File: config.mk
export PLATFORM = sky130hd
export DESIGN_NAME = wb_interconnect_flat
export DESIGN_NICKNAME = d
export VERILOG_FILES = /design/src/rtl/wb_interconnect_pkg.sv /design/src/rtl/wb_interconnect_if.sv /design/src/rtl/wb_rr_arbiter.sv /design/src/rtl/wb_interconnect.sv /design/src/flat_wrapper.sv
export SDC_FILE = /design/constraint.sdc
export NUM_CORES = 1
export LEC_CHECK = 0
export ABC_AREA = 0
export CORE_AREA = 2 2 172 174
export CTS_BUF_LIST = sky130_fd_sc_hd__clkbuf_4
export CTS_CLUSTER_DIAMETER = 60
export DETAILED_ROUTE_END_ITERATION = 12
export DIE_AREA = 0 0 174 176
export PLACE_DENSITY_LB_ADDON = 0.1
export SYNTH_ARGS = -nofsm -noshare
export SYNTH_HDL_FRONTEND = slang
export SYNTH_HIERARCHICAL = 1
export SYNTH_SLANG_ARGS = --single-unit
File: constraint.sdc
create_clock -name sys_clk -period 3.19 [get_ports sys_clk]
set_input_delay 0.4785 -clock sys_clk [delete_from_list [all_inputs] [get_ports sys_clk]]
set_output_delay 0.4785 -clock sys_clk [all_outputs]
set_load 0.02 [all_outputs]
File: src/rtl/wb_interconnect_pkg.sv
// Shared Wishbone definitions for the interconnect slice.
//   - WISHBONE_SLICE: picks port `idx` of width `w` out of a flat-packed bus.
//   - Default bus widths, arbiter state encoding and the byte-select width helper.
// No ports; imported by wb_rr_arbiter and wb_interconnect.
`ifndef WISHBONE_SLICE
`define WISHBONE_SLICE(vec, idx, w) vec[(idx)*(w) +: (w)]
`endif

package wb_pkg;
  localparam int WB_DATA_WIDTH = 32;
  localparam int WB_ADDR_WIDTH = 32;
  localparam int WB_TAG_WIDTH  = 4;

  typedef enum logic {
    ARB_IDLE  = 1'b0,
    ARB_OWNED = 1'b1
  } arb_state_e;

  function automatic int wb_sel_width(input int data_width);
    return data_width / 8;
  endfunction
endpackage

File: src/rtl/wb_interconnect_if.sv
// Flat-packed Wishbone bus bundle for the shared-bus interconnect.
// Master side: master_cyc/stb/we/tag/sel/adr/mosi requests, master_miso/ack/err responses.
// Slave side:  slave_cyc/stb/we/tag/sel/adr/mosi requests, slave_miso/ack/err responses.
// Port i of any bus is slice i. Modports:
//   ic     - the interconnect itself
//   master - agents that issue requests
//   slave  - agents that answer requests
interface wb_interconnect_if #(
  parameter int DATA_WIDTH   = 32,
  parameter int ADDR_WIDTH   = 32,
  parameter int TAG_WIDTH    = 4,
  parameter int MASTER_COUNT = 2,
  parameter int SLAVE_COUNT  = 2
);
  localparam int SEL_W = DATA_WIDTH / 8;

  logic [MASTER_COUNT-1:0]            master_cyc;
  logic [MASTER_COUNT-1:0]            master_stb;
  logic [MASTER_COUNT-1:0]            master_we;
  logic [MASTER_COUNT*TAG_WIDTH-1:0]  master_tag;
  logic [MASTER_COUNT*SEL_W-1:0]      master_sel;
  logic [MASTER_COUNT*ADDR_WIDTH-1:0] master_adr;
  logic [MASTER_COUNT*DATA_WIDTH-1:0] master_mosi;
  logic [MASTER_COUNT*DATA_WIDTH-1:0] master_miso;
  logic [MASTER_COUNT-1:0]            master_ack;
  logic [MASTER_COUNT-1:0]            master_err;

  logic [SLAVE_COUNT-1:0]             slave_cyc;
  logic [SLAVE_COUNT-1:0]             slave_stb;
  logic [SLAVE_COUNT-1:0]             slave_we;
  logic [SLAVE_COUNT*TAG_WIDTH-1:0]   slave_tag;
  logic [SLAVE_COUNT*SEL_W-1:0]       slave_sel;
  logic [SLAVE_COUNT*ADDR_WIDTH-1:0]  slave_adr;
  logic [SLAVE_COUNT*DATA_WIDTH-1:0]  slave_mosi;
  logic [SLAVE_COUNT*DATA_WIDTH-1:0]  slave_miso;
  logic [SLAVE_COUNT-1:0]             slave_ack;
  logic [SLAVE_COUNT-1:0]             slave_err;

  modport ic (
    input  master_cyc, master_stb, master_we, master_tag, master_sel, master_adr, master_mosi,
    output master_miso, master_ack, master_err,
    output slave_cyc, slave_stb, slave_we, slave_tag, slave_sel, slave_adr, slave_mosi,
    input  slave_miso, slave_ack, slave_err
  );

  modport master (
    output master_cyc, master_stb, master_we, master_tag, master_sel, master_adr, master_mosi,
    input  master_miso, master_ack, master_err
  );

  modport slave (
    input  slave_cyc, slave_stb, slave_we, slave_tag, slave_sel, slave_adr, slave_mosi,
    output slave_miso, slave_ack, slave_err
  );
endinterface

File: src/rtl/wb_rr_arbiter.sv
// Registered round-robin arbiter.
// Ports:
//   i_clk       clock, rising edge
//   i_rst_n     asynchronous active-low reset
//   i_req       per-master request (master_cyc)
//   o_grant     registered one-hot grant
//   o_grant_vld grant valid
// When idle, the first requester at or after the pointer wins and the pointer moves
// to winner+1. The grant is held while the owner keeps requesting and clears one edge
// after it drops, so consecutive owners are separated by one idle cycle.
module wb_rr_arbiter
  import wb_pkg::*;
#(
  parameter int MASTER_COUNT = 2
) (
  input  logic                    i_clk,
  input  logic                    i_rst_n,
  input  logic [MASTER_COUNT-1:0] i_req,
  output logic [MASTER_COUNT-1:0] o_grant,
  output logic                    o_grant_vld
);
  localparam int PW = (MASTER_COUNT > 1) ? $clog2(MASTER_COUNT) : 1;

  arb_state_e              r_state;
  logic [MASTER_COUNT-1:0] r_grant;
  logic [PW-1:0]           r_ptr;
  logic [MASTER_COUNT-1:0] w_pick;
  logic [PW-1:0]           w_ptr_nxt;

  // Two descending passes: the first finds the lowest requester overall (wrap case),
  // the second overrides it with the lowest requester at or after the pointer.
  always_comb begin
    w_pick    = '0;
    w_ptr_nxt = r_ptr;
    for (int m = MASTER_COUNT - 1; m >= 0; m--) begin
      if (i_req[m]) begin
        w_pick    = '0;
        w_pick[m] = 1'b1;
        w_ptr_nxt = PW'((m + 1) % MASTER_COUNT);
      end
    end
    for (int m = MASTER_COUNT - 1; m >= 0; m--) begin
      if (i_req[m] && (m >= int'(r_ptr))) begin
        w_pick    = '0;
        w_pick[m] = 1'b1;
        w_ptr_nxt = PW'((m + 1) % MASTER_COUNT);
      end
    end
  end

  always_ff @(posedge i_clk or negedge i_rst_n) begin
    if (!i_rst_n) begin
      r_state <= ARB_IDLE;
      r_grant <= '0;
      r_ptr   <= '0;
    end else begin
      case (r_state)
        ARB_IDLE: begin
          if (|i_req) begin
            r_state <= ARB_OWNED;
            r_grant <= w_pick;
            r_ptr   <= w_ptr_nxt;
          end
        end
        ARB_OWNED: begin
          if (~|(i_req & r_grant)) begin
            r_state <= ARB_IDLE;
            r_grant <= '0;
          end
        end
      endcase
    end
  end

  assign o_grant     = r_grant;
  assign o_grant_vld = (r_state == ARB_OWNED);
endmodule

File: src/rtl/wb_interconnect.sv
// Shared-bus Wishbone interconnect: MASTER_COUNT masters, SLAVE_COUNT slaves.
// Ports:
//   sys_clk    clock, rising edge
//   sys_rst_n  asynchronous active-low reset
//   bus        wb_interconnect_if.ic, all master- and slave-side Wishbone signals
// One master owns the bus (round-robin arbiter). The owner's address is decoded
// against per-slave base/mask pairs; the lowest matching slave index wins. Request
// fields are broadcast to every slave, but only the hit slave sees cyc/stb. The hit
// slave's response is routed back to the owner combinationally. An address that
// matches no slave gets a one-cycle error from an internal responder.
module wb_interconnect
  import wb_pkg::*;
#(
  parameter int DATA_WIDTH   = 32,
  parameter int ADDR_WIDTH   = 32,
  parameter int TAG_WIDTH    = 4,
  parameter int MASTER_COUNT = 2,
  parameter int SLAVE_COUNT  = 2,
  parameter logic [SLAVE_COUNT*ADDR_WIDTH-1:0] SLAVE_ADDR = '0,
  parameter logic [SLAVE_COUNT*ADDR_WIDTH-1:0] SLAVE_MASK = '0
) (
  input  logic             sys_clk,
  input  logic             sys_rst_n,
  wb_interconnect_if.ic    bus
);
  localparam int SW = wb_sel_width(DATA_WIDTH);

  logic [MASTER_COUNT-1:0] w_grant;
  logic                    w_grant_vld;

  logic                    w_own_cyc;
  logic                    w_own_stb;
  logic                    w_own_we;
  logic [TAG_WIDTH-1:0]    w_own_tag;
  logic [SW-1:0]           w_own_sel;
  logic [ADDR_WIDTH-1:0]   w_own_adr;
  logic [DATA_WIDTH-1:0]   w_own_mosi;

  logic [SLAVE_COUNT-1:0]  w_hit_sel;
  logic                    w_hit_any;

  logic [DATA_WIDTH-1:0]   w_rsp_miso;
  logic                    w_rsp_ack;
  logic                    w_rsp_err;

  logic                    w_unmap_req;
  logic                    r_unmap_err;
  logic                    r_unmap_done;

  wb_rr_arbiter #(
    .MASTER_COUNT(MASTER_COUNT)
  ) u_arb (
    .i_clk       (sys_clk),
    .i_rst_n     (sys_rst_n),
    .i_req       (bus.master_cyc),
    .o_grant     (w_grant),
    .o_grant_vld (w_grant_vld)
  );

  // Owner request mux; everything reads as zero when nobody holds the grant.
  always_comb begin
    w_own_cyc  = 1'b0;
    w_own_stb  = 1'b0;
    w_own_we   = 1'b0;
    w_own_tag  = '0;
    w_own_sel  = '0;
    w_own_adr  = '0;
    w_own_mosi = '0;
    for (int m = 0; m < MASTER_COUNT; m++) begin
      if (w_grant_vld && w_grant[m]) begin
        w_own_cyc  = bus.master_cyc[m];
        w_own_stb  = bus.master_cyc[m] & bus.master_stb[m];
        w_own_we   = bus.master_we[m];
        w_own_tag  = `WISHBONE_SLICE(bus.master_tag, m, TAG_WIDTH);
        w_own_sel  = `WISHBONE_SLICE(bus.master_sel, m, SW);
        w_own_adr  = `WISHBONE_SLICE(bus.master_adr, m, ADDR_WIDTH);
        w_own_mosi = `WISHBONE_SLICE(bus.master_mosi, m, DATA_WIDTH);
      end
    end
  end

  // Address decode; descending scan so the lowest matching index is left standing.
  always_comb begin
    w_hit_sel = '0;
    w_hit_any = 1'b0;
    for (int s = SLAVE_COUNT - 1; s >= 0; s--) begin
      if ((w_own_adr & ~`WISHBONE_SLICE(SLAVE_MASK, s, ADDR_WIDTH)) ==
          (`WISHBONE_SLICE(SLAVE_ADDR, s, ADDR_WIDTH) & ~`WISHBONE_SLICE(SLAVE_MASK, s, ADDR_WIDTH))) begin
        w_hit_sel    = '0;
        w_hit_sel[s] = 1'b1;
        w_hit_any    = 1'b1;
      end
    end
  end

  assign bus.slave_cyc  = w_hit_sel & {SLAVE_COUNT{w_own_cyc}};
  assign bus.slave_stb  = w_hit_sel & {SLAVE_COUNT{w_own_stb}};
  assign bus.slave_we   = {SLAVE_COUNT{w_own_we}};
  assign bus.slave_tag  = {SLAVE_COUNT{w_own_tag}};
  assign bus.slave_sel  = {SLAVE_COUNT{w_own_sel}};
  assign bus.slave_adr  = {SLAVE_COUNT{w_own_adr}};
  assign bus.slave_mosi = {SLAVE_COUNT{w_own_mosi}};

  // Response mux from the hit slave, only while the owner's cycle is open.
  always_comb begin
    w_rsp_miso = '0;
    w_rsp_ack  = 1'b0;
    w_rsp_err  = 1'b0;
    for (int s = 0; s < SLAVE_COUNT; s++) begin
      if (w_own_cyc && w_hit_sel[s]) begin
        w_rsp_miso = `WISHBONE_SLICE(bus.slave_miso, s, DATA_WIDTH);
        w_rsp_ack  = bus.slave_ack[s];
        w_rsp_err  = bus.slave_err[s];
      end
    end
  end

  // Unmapped responder: err pulses the cycle after stb; r_unmap_done suppresses a
  // second pulse until the owner lowers stb (or the address becomes mapped).
  assign w_unmap_req = w_own_stb & ~w_hit_any;

  always_ff @(posedge sys_clk or negedge sys_rst_n) begin
    if (!sys_rst_n) begin
      r_unmap_err  <= 1'b0;
      r_unmap_done <= 1'b0;
    end else begin
      r_unmap_err  <= w_unmap_req & ~r_unmap_err & ~r_unmap_done;
      r_unmap_done <= w_unmap_req & (r_unmap_err | r_unmap_done);
    end
  end

  always_comb begin
    bus.master_miso = '0;
    bus.master_ack  = '0;
    bus.master_err  = '0;
    for (int m = 0; m < MASTER_COUNT; m++) begin
      if (w_grant_vld && w_grant[m]) begin
        `WISHBONE_SLICE(bus.master_miso, m, DATA_WIDTH) = w_rsp_miso;
        bus.master_ack[m] = w_rsp_ack;
        bus.master_err[m] = w_rsp_err | r_unmap_err;
      end
    end
  end
endmodule

File: src/flat_wrapper.sv
// flat-port wrapper written by rule: the top's interface ports become plain ports
module wb_interconnect_flat import wb_pkg::*;
#(
  parameter int DATA_WIDTH   = 32,
  parameter int ADDR_WIDTH   = 32,
  parameter int TAG_WIDTH    = 4,
  parameter int MASTER_COUNT = 2,
  parameter int SLAVE_COUNT  = 2,
  parameter logic [SLAVE_COUNT*ADDR_WIDTH-1:0] SLAVE_ADDR = '0,
  parameter logic [SLAVE_COUNT*ADDR_WIDTH-1:0] SLAVE_MASK = '0
)
  (sys_clk, sys_rst_n, bus_master_cyc, bus_master_stb, bus_master_we, bus_master_tag, bus_master_sel, bus_master_adr, bus_master_mosi, bus_master_miso, bus_master_ack, bus_master_err, bus_slave_cyc, bus_slave_stb, bus_slave_we, bus_slave_tag, bus_slave_sel, bus_slave_adr, bus_slave_mosi, bus_slave_miso, bus_slave_ack, bus_slave_err);
  wb_interconnect_if #(.DATA_WIDTH(DATA_WIDTH), .ADDR_WIDTH(ADDR_WIDTH), .TAG_WIDTH(TAG_WIDTH), .MASTER_COUNT(MASTER_COUNT), .SLAVE_COUNT(SLAVE_COUNT)) bus_i ();
  input  logic sys_clk;
  input  logic sys_rst_n;
  input wire logic [$bits(bus_i.master_cyc)-1:0] bus_master_cyc;
  input wire logic [$bits(bus_i.master_stb)-1:0] bus_master_stb;
  input wire logic [$bits(bus_i.master_we)-1:0] bus_master_we;
  input wire logic [$bits(bus_i.master_tag)-1:0] bus_master_tag;
  input wire logic [$bits(bus_i.master_sel)-1:0] bus_master_sel;
  input wire logic [$bits(bus_i.master_adr)-1:0] bus_master_adr;
  input wire logic [$bits(bus_i.master_mosi)-1:0] bus_master_mosi;
  output wire logic [$bits(bus_i.master_miso)-1:0] bus_master_miso;
  output wire logic [$bits(bus_i.master_ack)-1:0] bus_master_ack;
  output wire logic [$bits(bus_i.master_err)-1:0] bus_master_err;
  output wire logic [$bits(bus_i.slave_cyc)-1:0] bus_slave_cyc;
  output wire logic [$bits(bus_i.slave_stb)-1:0] bus_slave_stb;
  output wire logic [$bits(bus_i.slave_we)-1:0] bus_slave_we;
  output wire logic [$bits(bus_i.slave_tag)-1:0] bus_slave_tag;
  output wire logic [$bits(bus_i.slave_sel)-1:0] bus_slave_sel;
  output wire logic [$bits(bus_i.slave_adr)-1:0] bus_slave_adr;
  output wire logic [$bits(bus_i.slave_mosi)-1:0] bus_slave_mosi;
  input wire logic [$bits(bus_i.slave_miso)-1:0] bus_slave_miso;
  input wire logic [$bits(bus_i.slave_ack)-1:0] bus_slave_ack;
  input wire logic [$bits(bus_i.slave_err)-1:0] bus_slave_err;
  assign bus_i.master_cyc = bus_master_cyc;
  assign bus_i.master_stb = bus_master_stb;
  assign bus_i.master_we = bus_master_we;
  assign bus_i.master_tag = bus_master_tag;
  assign bus_i.master_sel = bus_master_sel;
  assign bus_i.master_adr = bus_master_adr;
  assign bus_i.master_mosi = bus_master_mosi;
  assign bus_master_miso = bus_i.master_miso;
  assign bus_master_ack = bus_i.master_ack;
  assign bus_master_err = bus_i.master_err;
  assign bus_slave_cyc = bus_i.slave_cyc;
  assign bus_slave_stb = bus_i.slave_stb;
  assign bus_slave_we = bus_i.slave_we;
  assign bus_slave_tag = bus_i.slave_tag;
  assign bus_slave_sel = bus_i.slave_sel;
  assign bus_slave_adr = bus_i.slave_adr;
  assign bus_slave_mosi = bus_i.slave_mosi;
  assign bus_i.slave_miso = bus_slave_miso;
  assign bus_i.slave_ack = bus_slave_ack;
  assign bus_i.slave_err = bus_slave_err;
  wb_interconnect #(.DATA_WIDTH(DATA_WIDTH), .ADDR_WIDTH(ADDR_WIDTH), .TAG_WIDTH(TAG_WIDTH), .MASTER_COUNT(MASTER_COUNT), .SLAVE_COUNT(SLAVE_COUNT), .SLAVE_ADDR(SLAVE_ADDR), .SLAVE_MASK(SLAVE_MASK)) u_core (.sys_clk(sys_clk), .sys_rst_n(sys_rst_n), .bus(bus_i));
endmodule
* Word-level counts from Yosys, hierarchy flattened
Index checks and enable logic that the tools add are counted.
Cells by class: order comparisons 1, bitwise logic cells 15, multiplexer cells 40, reduce and logical (&&, ||, !) cells 11, equal/unequal tests 2
Operators by type and width (number):
- 2-to-1 mux 32 bit | 8
- logical NOT 32 bit | 1
- 2-to-1 mux 1 bit | 22
- 2-to-1 mux 4 bit | 4
- 2-to-1 mux 2 bit | 4
- bitwise AND 1 bit | 6
- bitwise AND 1 x 2 -> 2 bit | 2
- logical AND 1 bit | 4
- inequality test 2 bit (second input constant) | 2
- inverter 1 bit | 4
- one-hot mux 2 bit (2 select lines) | 1
- OR reduction 2 bit | 2
- AND reduction 3 bit | 1
- nonzero test 3 bit | 1
- bitwise AND 2 bit | 1
- bitwise OR 1 bit | 2
- one-hot mux 1 bit (2 select lines) | 1
- AND reduction 2 bit | 1
- greater-or-equal comparator 1 bit (first input constant) | 1
- logical AND 1 bit (second input constant) | 1
Word-level totals: input bits 220, bits in registers 6, logic and storage cells 74, output and inout bits 218

* Longest topological paths before layout
word-level depth 10, depth in mapped cells 9, depth with buffers taken out 6

* Modules after synthesis
The synthesis kept the hierarchy.
Modules (own cells, without submodules):
- wb_interconnect | cells an instance 273, area each 2274.7 µm², times used 1
- wb_rr_arbiter | cells an instance 20, area each 186.4 µm², times used 1

* Least setup slack after synthesis
OpenSTA, ideal clock, no wires.
kind reg2out, start register u_core.u_arb.r_state (netlist: u_core/u_arb/o_grant_vld), end output bus_master_miso[10], data required time 2.711 ns, path slack 0.221 ns, path buffers 3, stages on the path, launching flop included 10, arrival time 2.490 ns, cell sequence dfrtp_1 > nor2b_1 > buf_6 > buf_6 > a32o_1 > nor4_2 > nand4_2 > nor4_4 > buf_6 > and2_1
On the way: word-level cells in the longest chain between the ends 9, elaborated cells on any way between the ends 13, those cells by class mux (8); reduce/logical (5)
RTL lines:
- start, declared | RTL line wb_rr_arbiter.sv:24 | arb_state_e r_state;
- start signal, assigned | RTL line wb_rr_arbiter.sv:53 | r_state <= ARB_IDLE;
- start signal, assigned | RTL line wb_rr_arbiter.sv:60 | r_state <= ARB_OWNED;
- start signal, assigned | RTL line wb_rr_arbiter.sv:67 | r_state <= ARB_IDLE;
- logical AND 1 bit | RTL line wb_interconnect.sv:70 | if (w_grant_vld && w_grant[m]) begin
- 2-to-1 mux 32 bit | RTL line wb_interconnect.sv:70
- 2-to-1 mux 32 bit (*) | RTL line wb_interconnect.sv:70
- net bus_slave_adr[27] | RTL line flat_wrapper.sv:31 | output wire logic [$bits(bus_i.slave_adr)-1:0] bus_slave_adr;
- logical NOT 32 bit (*) | RTL line wb_interconnect.sv:87 | if ((w_own_adr & ~`WISHBONE_SLICE(SLAVE_MASK, s, ADDR_WIDTH)) ==
- 2-to-1 mux 1 bit (*) | RTL line wb_interconnect.sv:87
- logical AND 1 bit (*) | RTL line wb_interconnect.sv:110 | if (w_own_cyc && w_hit_sel[s]) begin
- 2-to-1 mux 32 bit (*) (2 in series) | RTL line wb_interconnect.sv:110
- 2-to-1 mux 32 bit (*) | RTL line wb_interconnect.sv:137 | if (w_grant_vld && w_grant[m]) begin
- end, declared | RTL line flat_wrapper.sv:23 | output wire logic [$bits(bus_i.master_miso)-1:0] bus_master_miso;
The timed path passes the listed nets; every way through them passes the cells marked *.

* Worst setup path in the final report
start register u_core.u_arb.r_state (netlist: u_core/u_arb/o_grant_vld), end output bus_master_miso[21]
On the way: word-level cells in the longest chain between the ends 9, elaborated cells on any way between the ends 13, those cells by class mux (8); reduce/logical (5)
RTL lines (RTL line):
- logical AND 1 bit | wb_interconnect.sv:70, wb_interconnect.sv:137
- 2-to-1 mux 32 bit (2 in series) | wb_interconnect.sv:70
- logical NOT 32 bit | wb_interconnect.sv:87
- 2-to-1 mux 1 bit | wb_interconnect.sv:87
- logical AND 1 bit | wb_interconnect.sv:110
- 2-to-1 mux 32 bit (2 in series) | wb_interconnect.sv:110
- 2-to-1 mux 32 bit (*) | wb_interconnect.sv:137
Every way passes the cells marked *; elsewhere a longest branch is shown, timed or not.

==> results.md <==
* Via density at ~3.5
* # setup viols final at 50
* Most frequent cells in the layout: 331 x clkdlybuf4s50_1, 79 x buf_6, 59 x and2_4
* Non-Filler Instances at about 1100
* Largest fanout on the critical path at 10
* Slew HR at between 60% and 70%
* Global Route Usage Sum at roughly 10%
* Largest net degree at the start of global routing at 45
* Hold Path Cell Cnt at 1
* Dpl ws at -0.507 ns
* Top Ports at around 440
* Max-Cap Viols at 0
* Final WL at about 18000 µm
* H-tree depth at 1
* CP Cell Sequence: nor2b_4 -> clkbuf_16 -> a32o_2 -> nor4_4 -> nand4_4 -> nor4_4 -> buf_4 -> buf_12 -> buf_12 -> and2_1 -> buf_6
* First-pass GRT wire length at approximately 25000 µm
* Vias in the first global route at 3741
* Worst Setup End Kind: primary output
* Clock slew at reported path FFs at approximately 0.040 ns
* DR pass1 iterations at 4
* DIE AREA at about 30000 µm²
* Initial Utilization at between 8 and 9%
* Hpwl dp at 14300 µm
* Overflow after GRT at 0
* Clk sinks at 6
* FF-to-FF path depth at 9
* Site Rows at 62
* Failing checks: negative setup slack
* Yosys top cell by area: buf_4
* CP startpoint kind: flip-flop
* # diodes at 0
* Vias at 3706
* CTS Buf Count at 3
* Worst Max-Slew Pin Slew at around 0.55 ns
* Ys Warns at 6
* Die X at around 170 µm
* Mapped Area at between 2000 and 2500 µm²
* Cells after Synth at between 200 and 300
* Final WS setup at -0.101 ns
* Wirelength per Cell at 17.4 µm
* R2R Setup Slk at 0.97 ns
* Post-route clock period utilization at 103%
* Crit path time final at 3.29 ns
* Flops & latches, synth at 6
* Clk_lat worst skew at between 0.2 and 0.25 ns
* Antenna Nets Post-Route at 0
* VDD IR max at 0.375 mV
* RSZ-0062 raised after global routing: true
* Commonest non-fill, non-tap cell in the layout: clkdlybuf4s50_1
* Min-Delay Path Class: flip-flop to flip-flop
* Setup tns final at -2.89 ns
* Post-synthesis sequential area ratio at roughly 6.1%
* Tot Pwr at slightly below 5 mW
* Core Area at 28500 µm²
* Area grow syn2layout at 196%
* WP data arrival at around 2.8 ns
* Worst Hold Slack at approximately 0.46 ns
* Buf/Inv on CP at 5
* Critical-path top delay cell: dfrtp_1
* CTS tree: yes
* Nets at between 800 and 900
* Critical path's top delay family: simple AND/OR/NAND/NOR gates
* Synthesized area per cell at about 8.4 µm²
* Clock Tree Buf Depth at 2
* Share of layout cells above drive strength 1 at a little over a third
* Power per standard cell area at ~660 nW/µm²
* LEAKAGE at approximately 3.0 nW
* DRC errors left at 0
* Clock root buffer: clkbuf_4
* Largest cells by area after synthesis: buf_4 24%, and2_1 16%, a22o_1 15%
* Initial antenna violation count at 0
* Final Hold Vio Count at 0
* Top cell type's share of synthesized area at between 20% and 30%
* Die Span Y at 176 µm
* Max Slew Vio Count at 0
* Clock skew at 0.00397 ns
* WP depth at 11
* # hold bufs at CTS at 0
* I/O Buffers at approximately 400
* Placed cells at between 1000 and 1500
* CP max stage delay at between 0.3 and 0.4 ns
* Kind of critical path: flip-flop to primary output
* Gpl congestion at roughly 0.86
* Synth unique cells at 34
* Status: finished with violations
* FMAX at 304 MHz
* Critical path required time at around 2.7 ns
* Initial DRC count at between 150 and 200
## cells in the mapped netlist
cell and count:
buf_4 79, nand2b_1 2, and2_2 3, nor2_2 1, nand2_1 4, nor4_2 4, and2_1 64, nor4b_4 1
a32o_1 23, o21a_1 1, nand4_2 1, clkbuf_1 9, nand4_4 1, a31o_1 2, dlymetal6s2s_1 1, nor4b_1 1
buf_6 12, conb_1 1, nor4_4 5, o21ai_1 2, inv_1 1, nor3_1 3, and3_1 1, dfrtp_1 6
nor4_1 1, nor2_1 3, o21ba_2 1, a32o_2 9, nor2b_1 1, a21oi_1 4, a31oi_1 1, clkbuf_8 2
a22o_1 41, a22oi_1 2
## timing repair
action | in CTS | in global routing
buffers inserted | 10 | 7
endpoints found under the setup margin | 69 | 69
resized for setup | 378 | 115
cloned | 3 | 4
pin swaps | 11 | 45
hold endpoints to repair | 0 | 0
## flip-flops by register name (all words and copies together) (netlist names)
signal,flops
u_core/u_arb/o_grant,2
u_core/r_unmap_done,1
u_core/u_arb/o_grant_vld,1
u_core/r_unmap_err,1
u_core/u_arb/r_ptr,1
## worst paths after layout
kind | from | to
setup / recovery | u_core/u_arb/o_grant_vld$_DFF_PN0_ | bus_master_miso[21]
hold / removal | u_core/r_unmap_done$_DFF_PN0_ | u_core/r_unmap_err$_DFF_PN0_
setup reg to reg | u_core/u_arb/o_grant_vld$_DFF_PN0_ | u_core/r_unmap_done$_DFF_PN0_
hold reg to reg | u_core/r_unmap_done$_DFF_PN0_ | u_core/r_unmap_err$_DFF_PN0_
max in group asynchronous | sys_rst_n | u_core/u_arb/o_grant[0]$_DFFE_PN0P_
min in group asynchronous | sys_rst_n | u_core/r_unmap_err$_DFF_PN0_
## per-layer routing
layer / GRT usage, % / up-vias / part of all wire (%) / routed length [µm]
li1: - / 1765 / - / -
met5: 0 / - / 0 / 0
met3: 1.87 / 8 / 5.7 / 1050
met1: 11.7 / 1762 / 37 / 6860
met4: 0.980 / 0 / 0.49 / 89
met2: 20.8 / 171 / 56 / 10300
## cell families after synthesis
family                 synth area share (%)
flip-flops                             6.10
AND/OR/NAND/NOR                        29.4
buffers and inverters                  32.7
other                                 0.152
AO/OA/AOI/OAI                          31.6
## report_power, final
group | switching, mW | internal [mW]
sequential | 0.0256 | 0.105
combinational | 2.31 | 2.31
clock | 0.0249 | 0.0424
total | 2.36 | 2.45
## layout make-up
class / instances / area [µm²]
Multi-Input combinational cell: 184 / 1720
Inverter: 1 / 3.75
Sequential cell: 6 / 150
Clock buffer: 3 / 22.5
Fill cell: 3081 / 21300
Timing Repair Buffer: 475 / 4900
Tap cell: 384 / 480
## stage by stage
stage / instance area, µm² / util [%]
after global placement: 6600 / 23.1
after detailed placement: 6600 / 23.1
final: 7270 / 25.5
after floorplan: 2460 / -
after global routing: 7270 / 25.5
after CTS: 6800 / 23.8
(Power assumes the default switching activity.)
